**src/rtl/lockin_pkg.sv**
```systemverilog
// rtl/lockin_pkg.sv - shared record layout, header/trailer magics and state encoding
package lockin_pkg;

  localparam int REC_WIDTH    = 108;
  localparam int REC_X_LSB    = 0;
  localparam int REC_X_W      = 32;
  localparam int REC_Y_LSB    = 32;
  localparam int REC_Y_W      = 32;
  localparam int REC_FREQ_LSB = 64;
  localparam int REC_FREQ_W   = 32;
  localparam int REC_ID_LSB   = 96;
  localparam int REC_ID_W     = 8;

  localparam logic [15:0] HDR_MAGIC_DEFAULT = 16'hA5C3;
  localparam logic [15:0] TRL_MAGIC_DEFAULT = 16'h5A3C;

  localparam logic [2:0] ST_IDLE    = 3'd0;
  localparam logic [2:0] ST_HEADER  = 3'd1;
  localparam logic [2:0] ST_TSTAMP  = 3'd2;
  localparam logic [2:0] ST_FETCH   = 3'd3;
  localparam logic [2:0] ST_LATCH   = 3'd4;
  localparam logic [2:0] ST_WORDS   = 3'd5;
  localparam logic [2:0] ST_TRAILER = 3'd6;

  typedef enum logic [2:0] {
    S_IDLE    = ST_IDLE,
    S_HEADER  = ST_HEADER,
    S_TSTAMP  = ST_TSTAMP,
    S_FETCH   = ST_FETCH,
    S_LATCH   = ST_LATCH,
    S_WORDS   = ST_WORDS,
    S_TRAILER = ST_TRAILER
  } state_t;

  typedef struct packed {
    logic [REC_ID_W-1:0]   id;
    logic [REC_FREQ_W-1:0] freq;
    logic [REC_Y_W-1:0]    y;
    logic [REC_X_W-1:0]    x;
  } record_t;

  function automatic record_t unpack_record(input logic [REC_WIDTH-1:0] q);
    record_t r;
    r.id   = q[REC_ID_LSB +: REC_ID_W];
    r.freq = q[REC_FREQ_LSB +: REC_FREQ_W];
    r.y    = q[REC_Y_LSB +: REC_Y_W];
    r.x    = q[REC_X_LSB +: REC_X_W];
    return r;
  endfunction

endpackage

```
**src/rtl/tx_word_holder.sv**
```systemverilog
// rtl/tx_word_holder.sv - single-entry output register with valid/ready hold semantics
module tx_word_holder (
  input  logic        clk_udp,
  input  logic        reset,
  input  logic [31:0] in_data,
  input  logic        in_sop,
  input  logic        in_eop,
  input  logic        in_valid,
  output logic        in_ready,
  output logic [31:0] tx_data,
  output logic        tx_valid,
  output logic        tx_sop,
  output logic        tx_eop,
  input  logic        tx_ready
);

  // Refill in the same cycle the held word drains so WORDS runs at one word per clock.
  assign in_ready = !tx_valid || tx_ready;

  always_ff @(posedge clk_udp or posedge reset) begin
    if (reset) begin
      tx_data  <= '0;
      tx_valid <= 1'b0;
      tx_sop   <= 1'b0;
      tx_eop   <= 1'b0;
    end else if (in_valid && in_ready) begin
      tx_data  <= in_data;
      tx_valid <= 1'b1;
      tx_sop   <= in_sop;
      tx_eop   <= in_eop;
    end else if (tx_ready) begin
      tx_valid <= 1'b0;
    end
  end

endmodule

```
**src/rtl/lockin_udp_packetizer.sv**
```systemverilog
// rtl/lockin_udp_packetizer.sv - frames lock-in FIFO records into UDP payload packets
// Optional PACKETIZER_TIMESTAMP_EN adds a cycle-count word after the header.
module lockin_udp_packetizer
  import lockin_pkg::*;
#(
  parameter int          RECORDS_PER_PACKET = 32,
  parameter int          TIMEOUT_CYCLES     = 1250,
  parameter logic [15:0] HDR_MAGIC          = HDR_MAGIC_DEFAULT,
  parameter logic [15:0] TRL_MAGIC          = TRL_MAGIC_DEFAULT
) (
  input  logic                 clk_udp,
  input  logic                 reset,
  input  logic                 enable,
  input  logic [REC_WIDTH-1:0] fifo_q,
  input  logic                 fifo_rdempty,
  output logic                 fifo_rdreq,
  output logic [31:0]          tx_data,
  output logic                 tx_valid,
  output logic                 tx_sop,
  output logic                 tx_eop,
  input  logic                 tx_ready,
  output logic [15:0]          packet_count
);

  localparam int            TW       = $clog2(TIMEOUT_CYCLES + 1);
  localparam logic [TW-1:0] TMO_MAX  = TW'(TIMEOUT_CYCLES);
  localparam logic [TW-1:0] TMO_LAST = TW'(TIMEOUT_CYCLES - 1);
  localparam logic [7:0]    RPP      = 8'(RECORDS_PER_PACKET);

  state_t        state, state_n;
  record_t       rec;
  logic [7:0]    nrec;
  logic [1:0]    widx;
  logic [TW-1:0] tmo_cnt;
  logic [15:0]   seq;

  logic [31:0]   push_data;
  logic          push_valid, push_sop, push_eop, in_ready;
  logic          word_taken;
  logic          tmo_armed;
  logic          unused_fifo_bits;

  assign unused_fifo_bits = ^fifo_q[REC_WIDTH-1:REC_ID_LSB+REC_ID_W];
  assign word_taken       = push_valid && in_ready;
  // Only an open packet (at least one record sent) may time out.
  assign tmo_armed        = (state == S_FETCH) && fifo_rdempty && (nrec != 8'd0);

`ifdef PACKETIZER_TIMESTAMP_EN
  logic [31:0] cycle_cnt;
  logic [31:0] ts_word;

  always_ff @(posedge clk_udp or posedge reset) begin
    if (reset) begin
      cycle_cnt <= '0;
      ts_word   <= '0;
    end else begin
      cycle_cnt <= cycle_cnt + 32'd1;
      if (state == S_HEADER && in_ready) ts_word <= cycle_cnt;
    end
  end
`endif

  always_comb begin
    state_n    = state;
    push_valid = 1'b0;
    push_data  = '0;
    push_sop   = 1'b0;
    push_eop   = 1'b0;
    fifo_rdreq = 1'b0;
    case (state)
      S_IDLE: begin
        if (enable && !fifo_rdempty) state_n = S_HEADER;
      end
      S_HEADER: begin
        push_valid = 1'b1;
        push_sop   = 1'b1;
        push_data  = {HDR_MAGIC, seq};
`ifdef PACKETIZER_TIMESTAMP_EN
        if (in_ready) state_n = S_TSTAMP;
`else
        if (in_ready) state_n = S_FETCH;
`endif
      end
`ifdef PACKETIZER_TIMESTAMP_EN
      S_TSTAMP: begin
        push_valid = 1'b1;
        push_data  = ts_word;
        if (in_ready) state_n = S_FETCH;
      end
`endif
      S_FETCH: begin
        if (!fifo_rdempty) begin
          fifo_rdreq = 1'b1;
          state_n    = S_LATCH;
        end else if (tmo_armed && tmo_cnt == TMO_LAST) begin
          state_n = S_TRAILER;
        end
      end
      S_LATCH: begin
        state_n = S_WORDS;
      end
      S_WORDS: begin
        push_valid = 1'b1;
        case (widx)
          2'd0:    push_data = {24'd0, rec.id};
          2'd1:    push_data = rec.freq;
          2'd2:    push_data = rec.y;
          default: push_data = rec.x;
        endcase
        if (in_ready && widx == 2'd3)
          state_n = ((nrec + 8'd1) == RPP) ? S_TRAILER : S_FETCH;
      end
      S_TRAILER: begin
        push_valid = 1'b1;
        push_eop   = 1'b1;
        push_data  = {TRL_MAGIC, 8'd0, nrec};
        if (in_ready) state_n = S_IDLE;
      end
      default: state_n = S_IDLE;
    endcase
  end

  always_ff @(posedge clk_udp or posedge reset) begin
    if (reset) begin
      state        <= S_IDLE;
      rec          <= '0;
      nrec         <= '0;
      widx         <= '0;
      tmo_cnt      <= '0;
      seq          <= '0;
      packet_count <= '0;
    end else begin
      state <= state_n;
      if (state == S_LATCH) begin
        rec     <= unpack_record(fifo_q);
        tmo_cnt <= '0;
        widx    <= '0;
      end
      if (tmo_armed && tmo_cnt != TMO_MAX) tmo_cnt <= tmo_cnt + TW'(1);
      if (state == S_WORDS && word_taken) begin
        widx <= widx + 2'd1;
        if (widx == 2'd3) nrec <= nrec + 8'd1;
      end
      if (state == S_TRAILER && word_taken) begin
        seq     <= seq + 16'd1;
        nrec    <= '0;
        tmo_cnt <= '0;
      end
      // Counted when the trailer leaves the output register, i.e. the packet is fully sent.
      if (tx_valid && tx_ready && tx_eop) packet_count <= packet_count + 16'd1;
    end
  end

  tx_word_holder u_holder (
    .clk_udp  (clk_udp),
    .reset    (reset),
    .in_data  (push_data),
    .in_sop   (push_sop),
    .in_eop   (push_eop),
    .in_valid (push_valid),
    .in_ready (in_ready),
    .tx_data  (tx_data),
    .tx_valid (tx_valid),
    .tx_sop   (tx_sop),
    .tx_eop   (tx_eop),
    .tx_ready (tx_ready)
  );

endmodule
```
**config.mk**
```make
export PLATFORM = sky130hd
export DESIGN_NAME = lockin_udp_packetizer
export DESIGN_NICKNAME = d
export VERILOG_FILES = /design/src/rtl/lockin_pkg.sv /design/src/rtl/tx_word_holder.sv /design/src/rtl/lockin_udp_packetizer.sv
export SDC_FILE = /design/constraint.sdc
export NUM_CORES = 1
export LEC_CHECK = 0
export ABC_AREA = 0
export CAP_MARGIN = 10
export CORE_UTILIZATION = 47
export CTS_CLUSTER_DIAMETER = 30
export DETAILED_ROUTE_END_ITERATION = 16
export PLACE_DENSITY = 0.73
export SETUP_SLACK_MARGIN = 0.4
export SYNTH_ARGS = -nofsm -noshare
export SYNTH_HDL_FRONTEND = slang
export SYNTH_SLANG_ARGS = --single-unit
```
**constraint.sdc**
```tcl
create_clock -name clk_udp -period 6.3 [get_ports clk_udp]
set_clock_uncertainty 0.1 [all_clocks]
set_input_delay 1.26 -clock clk_udp [delete_from_list [all_inputs] [get_ports clk_udp]]
set_output_delay 1.26 -clock clk_udp [all_outputs]
set_load 0.02 [all_outputs]
```
# Word-level counts from Yosys, hierarchy flattened

Cells that the tools add are included.

Register bits: 195
Input bits: 113
Output and inout bits: 52
Logic and storage cells: 85

Add/subtract/negate cells: 5
Equal/unequal tests: 16
Multiplexer cells: 25
Reduce and logical (&&, ||, !) cells: 25

Operator list:

| kind                                                                     | number |
|---|---|
| 32-bit case mux with 3 select lines                                      | 2 |
| 11-bit two-way mux                                                       | 3 |
| 16-bit by 1-bit adder with 16-bit output (second input constant)         | 2 |
| 8-bit two-way mux                                                        | 3 |
| 3-bit two-way mux                                                        | 7 |
| 3-bit case mux with 6 select lines                                       | 1 |
| 11-bit by 1-bit adder with 11-bit output (second input constant)         | 1 |
| 11-bit == test (second input constant)                                   | 1 |
| 1-bit logical AND                                                        | 11 |
| 11-bit inequality test (second input constant)                           | 1 |
| 3-bit == test (second input constant)                                    | 3 |
| 8-bit by 1-bit adder with 8-bit output (second input constant)           | 1 |
| 8-bit by 6-bit == test with 1-bit output (second input constant)         | 1 |
| 2-bit inequality test (second input constant)                            | 4 |
| 2-bit nonzero test                                                       | 4 |
| 8-bit nonzero test                                                       | 1 |
| 1-bit two-way mux                                                        | 7 |
| 5-bit AND reduction                                                      | 1 |
| 2-bit == test (second input constant)                                    | 2 |
| 2-bit two-way mux                                                        | 2 |
| 3-bit by 1-bit == test with 1-bit output (second input constant)         | 1 |
| 3-bit by 2-bit == test with 1-bit output (second input constant)         | 1 |
| 3-bit zero test                                                          | 1 |
| 3-bit by 2-bit inequality test with 1-bit output (second input constant) | 1 |
| other kinds (8)                                                          | 9 |

# Logic depth before layout (Yosys ltp)

Gate-level depths: netlist (run 1).

Depth after elaboration: 7
Gate-level depth with buffers: 7
Depth with buffers taken out: 7

# Hierarchy

From an unflattened synthesis (run 1), not the netlist that was laid out.

Cells, all modules: 777
Area total of the unflattened synthesis: 9334.0 um^2

Modules (own cells, without submodules):

| module                | instances | cells each | area each (um^2) | seq. area each (um^2) |
|---|---|---|---|---|
| lockin_udp_packetizer | 1         | 701        | 7866.3           | 4003.8 |
| tx_word_holder        | 1         | 76         | 1467.7           | 875.8 |

# Least setup slack after synthesis (run 1)

OpenSTA, ideal clock, no wires.

Path kind: input to output
Start: input fifo_rdempty
End: output fifo_rdreq
Arrival time: 1.745 ns
Required time: 4.940 ns
Slack: 3.195 ns
Cell stages on the path: 1
Buffers on the path: 0
Path through: nor3_1

Cells in the longest elaborated chain, start to end: 2

RTL lines:

| what               | RTL line                    | RTL |
|---|---|---|
| start: declaration | lockin_udp_packetizer.sv:15 | `input logic fifo_rdempty,` |
| 1-bit two-way mux  | lockin_udp_packetizer.sv:92 | `if (!fifo_rdempty) begin` |
| 1-bit two-way mux  | lockin_udp_packetizer.sv:70 | `case (state)` |
| end: declaration   | lockin_udp_packetizer.sv:16 | `output logic fifo_rdreq,` |

Every way passes these cells.

# Final worst setup path (run 1)

Ends and elaborated chain as after synthesis.

==> metrics.csv, run 1 <==
metric,value,unit
final-setup-viol-count,0,
antenna_cells,0,
clock-root-buffer,clkbuf_16,
cp-endpoint,fifo_rdreq,
rsz0062_at_grt,no,
worstPathMaxFanout,3,
drt-total-wl,21.6,mm
clk_pin_slew,0.07,ns
r2r-start,state[2]$_DFFE_PP0P_,
yosysSeqAreaShare,54.8,%
cts_htree_levels,4,
syn_nets,1112,
reg2reg_depth,6,
die_w,140,µm
hold_viol,0,
r2r_setup_slack,3.53,ns
hp-class,reg -> reg,
worst_ep_required_time,4.94,ns
first_iter_violations,760,
n_fill_cell,1556,
worstSetupPathType,in -> out,
yosysTopAreaCell,dfrtp_1,
overflow,0,
initial_core_util,48.7,%
hold_buffers,0,
synth-async-reset-ratio,100,%
cts_tree,built,
relSlewSlack,24.3,%
dr.pass1.iters,5,
syn-cell-area,0.00890,mm²
synth_common_cells,"368 x nand2_1, 195 x dfrtp_1, 50 x o21ai_0",
synth_edf_count,0,
fin_nets,1244,
holdWs,0.375,ns
grt_pass1_vias,6908,
p_per_area,415,mW/mm²
cts_setup_buffers,0,
r2r-end,nrec[6]$_DFFE_PP0P_,
grt_pass1_wl,35.1,mm
drv_cap,0,
dp_hpwl,14.2,mm
drive_gt1_share,5.03,%
synthToLayoutAreaGrowth,26.4,%
critPathLaunchType,primary input,
viasPerCell,5.38,
route.detailed.drc,0,
die_area,0.0195,mm²
synthMostInstantiatedCell,nand2_1,
finalSetupTns,0,ns
portBuffers,160,
vias,7328,
cts-buffers-inserted,17,
gp_congestion,0.798,
yosysTopAreaCellShare,54.8,%
die_height,140,µm
static-leakage-power,5.17,nW
coreArea,0.0183,mm²
ys_top_cells_by_area,"dfrtp_1 55%, nand2_1 16%, o21ai_0 2.8%",
ant_nets,0,
clock_latency,0.43,ns
fmax,256,MHz
numPlacedInstances,1329,
vdd_drop_max,231,µV
cp.arrival,2.55,ns
cts_resized,0,
status,"finished, final reports clean",
routedWlPerCell,15.8,µm
clkSinkCount,195,
yosysWarnings,0,
num_rows,49,
ys_types,51,
synthCells,988,
worstSetupStartpoint,fifo_rdempty,
seqCellArea,0.00488,mm²
post-route-min-period,3.91,ns
maxSlewViolCount,0,
grt.total_usage,22.9,%
clockBufferDepth,2,
end_kind,primary output,
num_io_pins,165,
synth_top_flop_cell,dfrtp_1,
finalPower,0.00467,W
finalCritPeriodShare,62.0,%
grt_max_degree,196,
worst_pin_slew,1.14,ns
instances_no_fill,1362,
multiInputGateArea,0.00377,mm²
syn_avg_cell_area,9.01,µm²
antenna_found_initial,0,
ys_seq_elements,195,
[where the power goes]
part,leakage (nW),internal (W),switching (W)
combinational,2.44,0.000648,0.000955
sequential,2.45,0.00171,0.000284
clock,0.280,0.000558,0.000513
total,5.17,0.00292,0.00175
[cells in the final DEF (no fill, tap or decap), drive strengths merged, types with 8 or more instances in the layout]
cell and n:
nand2 369, dfrtp 195, clkdlybuf4s50 160, o21ai 54, a21oi 43, nor2 33, nand3 21, xor2 18
clkbuf 18, inv 18, xnor2 17, and3 17, a22oi 16, nor3 16, nand4 14, nor2b 13
ha 11, o211ai 10, a221oi 9, a22o 8, a222oi 8, mux2i 8
[worst min path at each step]
stage	start	end	slack, ns	depth (start not counted)
floorplan	seq[15]$_DFFE_PP0N_	seq[15]$_DFFE_PP0N_	0.34	1
global placement	rec[4]$_DFFE_PP0P_	rec[4]$_DFFE_PP0P_	0.36	2
detailed placement	rec[31]$_DFFE_PP0P_	rec[31]$_DFFE_PP0P_	0.36	2
CTS	packet_count[15]$_DFFE_PP0P_	packet_count[15]$_DFFE_PP0P_	0.38	1
global route	rec[31]$_DFFE_PP0P_	rec[31]$_DFFE_PP0P_	0.39	2
finish	packet_count[15]$_DFFE_PP0P_	packet_count[15]$_DFFE_PP0P_	0.38	1
[cell type report]
cell class	count	area share [%]
sequential	195	43.4
tap	229	2.55
multi-input combinational	724	33.5
inverter	14	0.501
clock inverter	15	1.34
timing repair buffer	168	14.9
clock buffer	17	3.78
[per-layer routing]
metal,routed length (µm),track usage (%),part of all wire (%)
met1,10400,34.0,48
met2,9820,34.2,46
met3,1040,3.85,4.8
met4,345,7.23,1.6
met5,0,0,0
[worst max-delay path, cell delays in order]
cell,delay [ns]
clkdlybuf4s50_1,0.45
nor3_1,0.20
clkdlybuf4s50_1,0.63
[metrics by stage]
| stage | setup slack (ns) | util, % | area [µm²] |
|---|---|---|---|
| 3_3_place_gp | 2.40 | 58.3 | 10700 |
| 3_5_place_dp | 2.36 | 58.3 | 10700 |
| 6_report | 2.39 | 61.6 | 11200 |
| 2_1_floorplan | 2.42 | - | 8900 |
| 4_1_cts | 2.36 | 61.5 | 11200 |
| 5_1_grt | 2.34 | 61.6 | 11200 |
[kinds of logic after synthesis]
| group | synth area share [%] |
|---|---|
| compound gates | 11.8 |
| xor+xnor | 3.44 |
| fa+ha+maj | 1.55 |
| buf+inv | 3.02 |
| flops | 54.8 |
| mux | 1.03 |
| simple gates | 24.3 |
[registers in the layout (all words and copies together) (netlist names)]
register / cells
rec: 104
u_holder.tx_data: 32
packet_count: 16
seq: 16
tmo_cnt: 11
nrec: 8
state: 3
widx: 2
u_holder.tx_eop: 1
u_holder.tx_sop: 1
u_holder.tx_valid: 1
Power figures use the tool's default switching activity.
==> inputs of run 2 (changes only) <==
--- a/config.mk
+++ b/config.mk
@@ -7,10 +7,10 @@
 export LEC_CHECK = 0
 export ABC_AREA = 0
 export CAP_MARGIN = 10
-export CORE_UTILIZATION = 47
+export CORE_UTILIZATION = 53
 export CTS_CLUSTER_DIAMETER = 30
 export DETAILED_ROUTE_END_ITERATION = 16
-export PLACE_DENSITY = 0.73
+export PLACE_DENSITY = 0.78
 export SETUP_SLACK_MARGIN = 0.4
 export SYNTH_ARGS = -nofsm -noshare
 export SYNTH_HDL_FRONTEND = slang
==> constraint.sdc (replaced) <==
create_clock -name clk_udp -period 3.6 [get_ports clk_udp]
set_clock_uncertainty 0.1 [all_clocks]
set_input_delay 0.72 -clock clk_udp [delete_from_list [all_inputs] [get_ports clk_udp]]
set_output_delay 0.72 -clock clk_udp [all_outputs]
set_load 0.02 [all_outputs]
==> run 2 against run 1 <==
Against the previous run: critical path depth did not move; non-clock buffer count rose by 7; worst hold slack got worse by 0.0033 ns; routed wire length fell by 0.14%; first-iteration DRC count fell by 24%; sequential power rose by 76%; register-to-register slack got worse by 2.7 ns; combinational power rose by 75%; global-route usage rose by 3.4 points; sequential cell count did not move; via count rose by 1.7%; clock power rose by 81%; critical path type is now reg -> out.
==> metrics.csv, run 2 (synthesis gave the netlist of run 1 again) <==
metric,value,unit
placed_area,0.0107,mm²
r2r_setup_slack,0.87,ns
gp_congestion,0.835,
p_per_area,728,mW/mm²
design_area,0.0113,mm²
worstPathMaxFanout,19,
antenna_cells,0,
status,"finished, final reports clean",
clkSinkCount,195,
ant_nets,0,
numPlacedInstances,1328,
multiInputGateArea,0.00377,mm²
drt-total-wl,21.5,mm
overflow,0,
vdd_drop_max,464,µV
routedWlPerCell,15.8,µm
grt_max_degree,108,
cts_htree_levels,4,
clk_pin_slew,0.07,ns
largest_register_ffs,104,
cts_setup_buffers,0,
vias,7449,
clock-root-buffer,clkbuf_16,
viasPerCell,5.48,
die_area,0.0173,mm²
relSlewSlack,22.5,%
worst_ep_required_time,2.78,ns
hold_buffers,0,
cp.arrival,2.18,ns
regMostFlops,rec,
hold_depth,1,
dp_hpwl,14.7,mm
seqCellArea,0.00488,mm²
final_common_cell,nand2_1,
cts_tree,built,
num_rows,47,
synthToLayoutAreaGrowth,27.5,%
antenna_found_initial,0,
drive_gt1_share,5.61,%
drv_cap,0,
die_w,132,µm
dr.pass1.iters,8,
fin_nets,1251,
num_io_pins,165,
grt_pass1_wl,35.7,mm
final-setup-viol-count,0,
hold_viol,0,
end_kind,primary output,
rsz0062_at_grt,no,
post-route-min-period,3.00,ns
grt_pass1_vias,6942,
fmax,333,MHz
final_cell_mix,"368 x nand2_1, 195 x dfrtp_1, 160 x clkdlybuf4s50_1",
top_regs,"rec (104), u_holder.tx_data (32)",
n_fill_cell,1305,
static-leakage-power,5.24,nW
route.detailed.drc,0,
critPathLaunchType,flip-flop,
finalCritPeriodShare,83.4,%
hp-class,reg -> reg,
clock_latency,0.44,ns
finalSetupTns,0,ns
cts_resized,0,
clockBufferDepth,2,
instances_no_fill,1360,
first_iter_violations,580,
maxSlewViolCount,0,
portBuffers,160,
grt.total_usage,26.3,%
worstSetupPathType,reg -> out,
reg2reg_depth,5,
coreArea,0.0165,mm²
worst_pin_slew,1.16,ns
die_height,132,µm
initial_core_util,54.1,%
cts-buffers-inserted,17,
run 2: cell count changes in the layout (fill, tap and decap cells not counted), sizes merged:
cell | before | now
buf | 7 | 15
bufinv | 1 | 2
clkinv | 7 | 5
clkinvlp | 3 | 1
inv | 18 | 20
run 2: path summary, 6_finish.rpt:
check	start	to
max in group asynchronous	reset	seq[3]$_DFFE_PP0N_
min in group asynchronous	reset	rec[24]$_DFFE_PP0P_
max	state[2]$_DFFE_PP0P_	fifo_rdreq
min reg2reg	packet_count[15]$_DFFE_PP0P_	packet_count[15]$_DFFE_PP0P_
max reg2reg	state[2]$_DFFE_PP0P_	nrec[5]$_DFFE_PP0P_
min	packet_count[15]$_DFFE_PP0P_	packet_count[15]$_DFFE_PP0P_
run 2: area by class of cell:
| class | instances | area share, % |
|---|---|---|
| timing repair buffer | 175 | 15.5 |
| sequential | 195 | 43.0 |
| tap | 220 | 2.43 |
| clock buffer | 18 | 3.87 |
| multi-input combinational | 724 | 33.2 |
| inverter | 14 | 0.496 |
| clock inverter | 14 | 1.47 |
run 2: power by group:
group | internal, W | switching [W] | leakage (nW)
clock | 0.00107 | 0.000876 | 0.300
combinational | 0.00115 | 0.00165 | 2.49
sequential | 0.00300 | 0.000521 | 2.45
total | 0.00522 | 0.00305 | 5.24
run 2: critical path, stage by stage, from the launching register on:
cell and delay (ns):
dfrtp_1 0.59, buf_4 0.33, nor3_1 0.20, clkdlybuf4s50_1 0.63
run 2: metal layers:
layer	part of all wire, %	GRT usage [%]	vias up
li1	-	-	3589
met1	46	38.2	3592
met2	47	40.0	240
met3	5.0	3.47	28
met4	2.1	10.4	0
met5	0	0	-
run 2: per-stage QoR:
step                      utilization (%)  power, W  hold slack, ns  worst slack, ns
final                                68.9   0.00827           0.372            0.598
after global routing                 68.9   0.00879           0.392            0.522
after CTS                            68.9   0.00829           0.378            0.576
after detailed placement             65.2   0.00634           0.362            0.542
after global placement               65.2   0.00623           0.357            0.569
after floorplan                         -   0.00525           0.342            0.262
==> inputs of run 3 (changes only) <==
==> constraint.sdc (replaced) <==
create_clock -name clk_udp -period 2.9 [get_ports clk_udp]
set_clock_uncertainty 0.1 [all_clocks]
set_input_delay 0.58 -clock clk_udp [delete_from_list [all_inputs] [get_ports clk_udp]]
set_output_delay 0.58 -clock clk_udp [all_outputs]
set_load 0.02 [all_outputs]
==> run 3 against run 2 <==
Against the previous run: via count decreased by 0.26%; non-clock buffer count increased by 7; highest routed layer unchanged; sequential share of layout area decreased by 0.18 points; combinational power increased by 28%; design area increased by 0.46%.
==> metrics.csv, run 3 (synthesis gave the netlist of run 1 again) <==
metric,value,unit
maxSlewViolCount,0,
coreArea,0.0165,mm²
crit_slowest_cell,a2111oi_4,
p_per_area,902,mW/mm²
clkSinkCount,195,
overflow,0,
critPathLaunchType,flip-flop,
drt-total-wl,21.7,mm
holdWs,0.367,ns
utilization,69.2,%
status,"finished, final reports clean",
static-leakage-power,5.26,nW
grt_max_degree,78,
grt_pass1_vias,7170,
hp-class,reg -> reg,
clock_latency,0.43,ns
largest_register_ffs,104,
fin_nets,1258,
antenna_found_initial,0,
die_w,132,µm
finalCritPeriodShare,81.6,%
regMostFlops,rec,
portBuffers,160,
dp_hpwl,15.1,mm
grt_pass1_wl,36.2,mm
worst-path-buf-inv,1,
route.detailed.drc,0,
cts_tree,built,
critical-path-top-delay-family,simple AND/OR/NAND/NOR gates,
die_area,0.0173,mm²
finalPower,0.0103,W
final-setup-viol-count,0,
worst_ep_required_time,3.15,ns
cp.arrival,2.62,ns
drv_cap,0,
top_regs,"rec (104), u_holder.tx_data (32)",
ant_nets,0,
clk_pin_slew,0.07,ns
initial_core_util,54.1,%
n_fill_cell,1287,
synthToLayoutAreaGrowth,28.1,%
final_common_cell,nand2_1,
routedWlPerCell,15.9,µm
clockBufferDepth,2,
hold_buffers,0,
critical_path.cell_chain,inv_1 > ha_1 > nor4b_2 > a2111oi_4 > nand4_2 > or3_1 > a21oi_1,
clock-root-buffer,clkbuf_16,
dr.pass1.iters,5,
worst_pin_slew,0.727,ns
final_cell_mix,"368 x nand2_1, 193 x dfrtp_1, 159 x clkdlybuf4s50_1",
first_iter_violations,539,
hold_viol,0,
post-route-min-period,2.37,ns
antenna_cells,0,
fmax,423,MHz
num_rows,47,
num_io_pins,165,
grt.total_usage,26.4,%
viasPerCell,5.44,
gp_congestion,0.828,
die_height,132,µm
worstSetupPathType,reg -> reg,
vdd_drop_max,492,µV
worstPathMaxFanout,6,
vias,7430,
drive_gt1_share,6.36,%
cpPeakStageDelay,0.51,ns
rsz0062_at_grt,no,
relSlewSlack,51.5,%
cts-buffers-inserted,17,
end_kind,flip-flop,
cts_htree_levels,4,
run 3: what timing repair did:
action                                  CTS  global route
pin swaps                                 0             1
buffers inserted                          1             0
cloned                                    0             0
gates resized for setup                   3             0
endpoints found under the setup margin    1             3
run 3: power breakdown:
part	total [W]	internal, W	switching, W
clock network	0.00235	0.00130	0.00105
logic	0.00359	0.00149	0.00210
registers	0.00435	0.00373	0.000623
run 3: metal layers:
metal | vias up | part of all wire (%) | track usage [%]
li1 | 3609 | - | -
met1 | 3591 | 46 | 38.0
met2 | 206 | 48 | 41.0
met3 | 24 | 4.1 | 3.86
met4 | 0 | 1.6 | 8.59
met5 | - | 0 | 0
run 3: per-stage QoR:
stage                     cells  setup WS, ns  setup TNS, ns  instance area, µm²
after detailed placement   1334         0.238              0               10800
after CTS                  1367         0.508              0               11400
after global routing       1367         0.400              0               11400
final                      1367         0.535              0               11400
after floorplan             988        -0.298         -58.19                8900
after global placement     1334         0.301              0               10800
run 3: worst paths after layout:
path | depth (start not counted) | slack, ns | startpoint | endpoint
worst max-delay path | 7 | 0.53 | nrec[0]$_DFFE_PP0P_ | tmo_cnt[10]$_DFFE_PP0P_
worst min-delay path | 1 | 0.37 | packet_count[15]$_DFFE_PP0P_ | packet_count[15]$_DFFE_PP0P_
worst max register to register | 7 | 0.53 | nrec[0]$_DFFE_PP0P_ | tmo_cnt[10]$_DFFE_PP0P_
worst min register to register | 1 | 0.37 | packet_count[15]$_DFFE_PP0P_ | packet_count[15]$_DFFE_PP0P_
max in group asynchronous | 3 | 1.57 | reset | rec[37]$_DFFE_PP0P_
min in group asynchronous | 2 | 0.41 | reset | tmo_cnt[9]$_DFFE_PP0P_
run 3: worst register-to-register path: cells and delay by family (launching register included):
| kind | cells | cell delay, ns |
|---|---|---|
| and+or+nand+nor | 3 | 0.83 |
| adders and majority gates | 1 | 0.20 |
| buffers and inverters | 1 | 0.09 |
| DFF | 1 | 0.41 |
| AOI/OAI and AO/OA | 2 | 0.66 |
run 3: layout make-up:
| type | count | area (µm²) | share of cell area (%) |
|---|---|---|---|
| Timing Repair Buffer | 182 | 1830 | 16.0 |
| Clock inverter | 14 | 153 | 1.34 |
| Multi-Input combinational cell | 724 | 3770 | 33.0 |
| Clock buffer | 18 | 439 | 3.85 |
| Inverter | 14 | 56.3 | 0.494 |
| Tap cell | 220 | 275 | 2.41 |
| Sequential cell | 195 | 4880 | 42.8 |
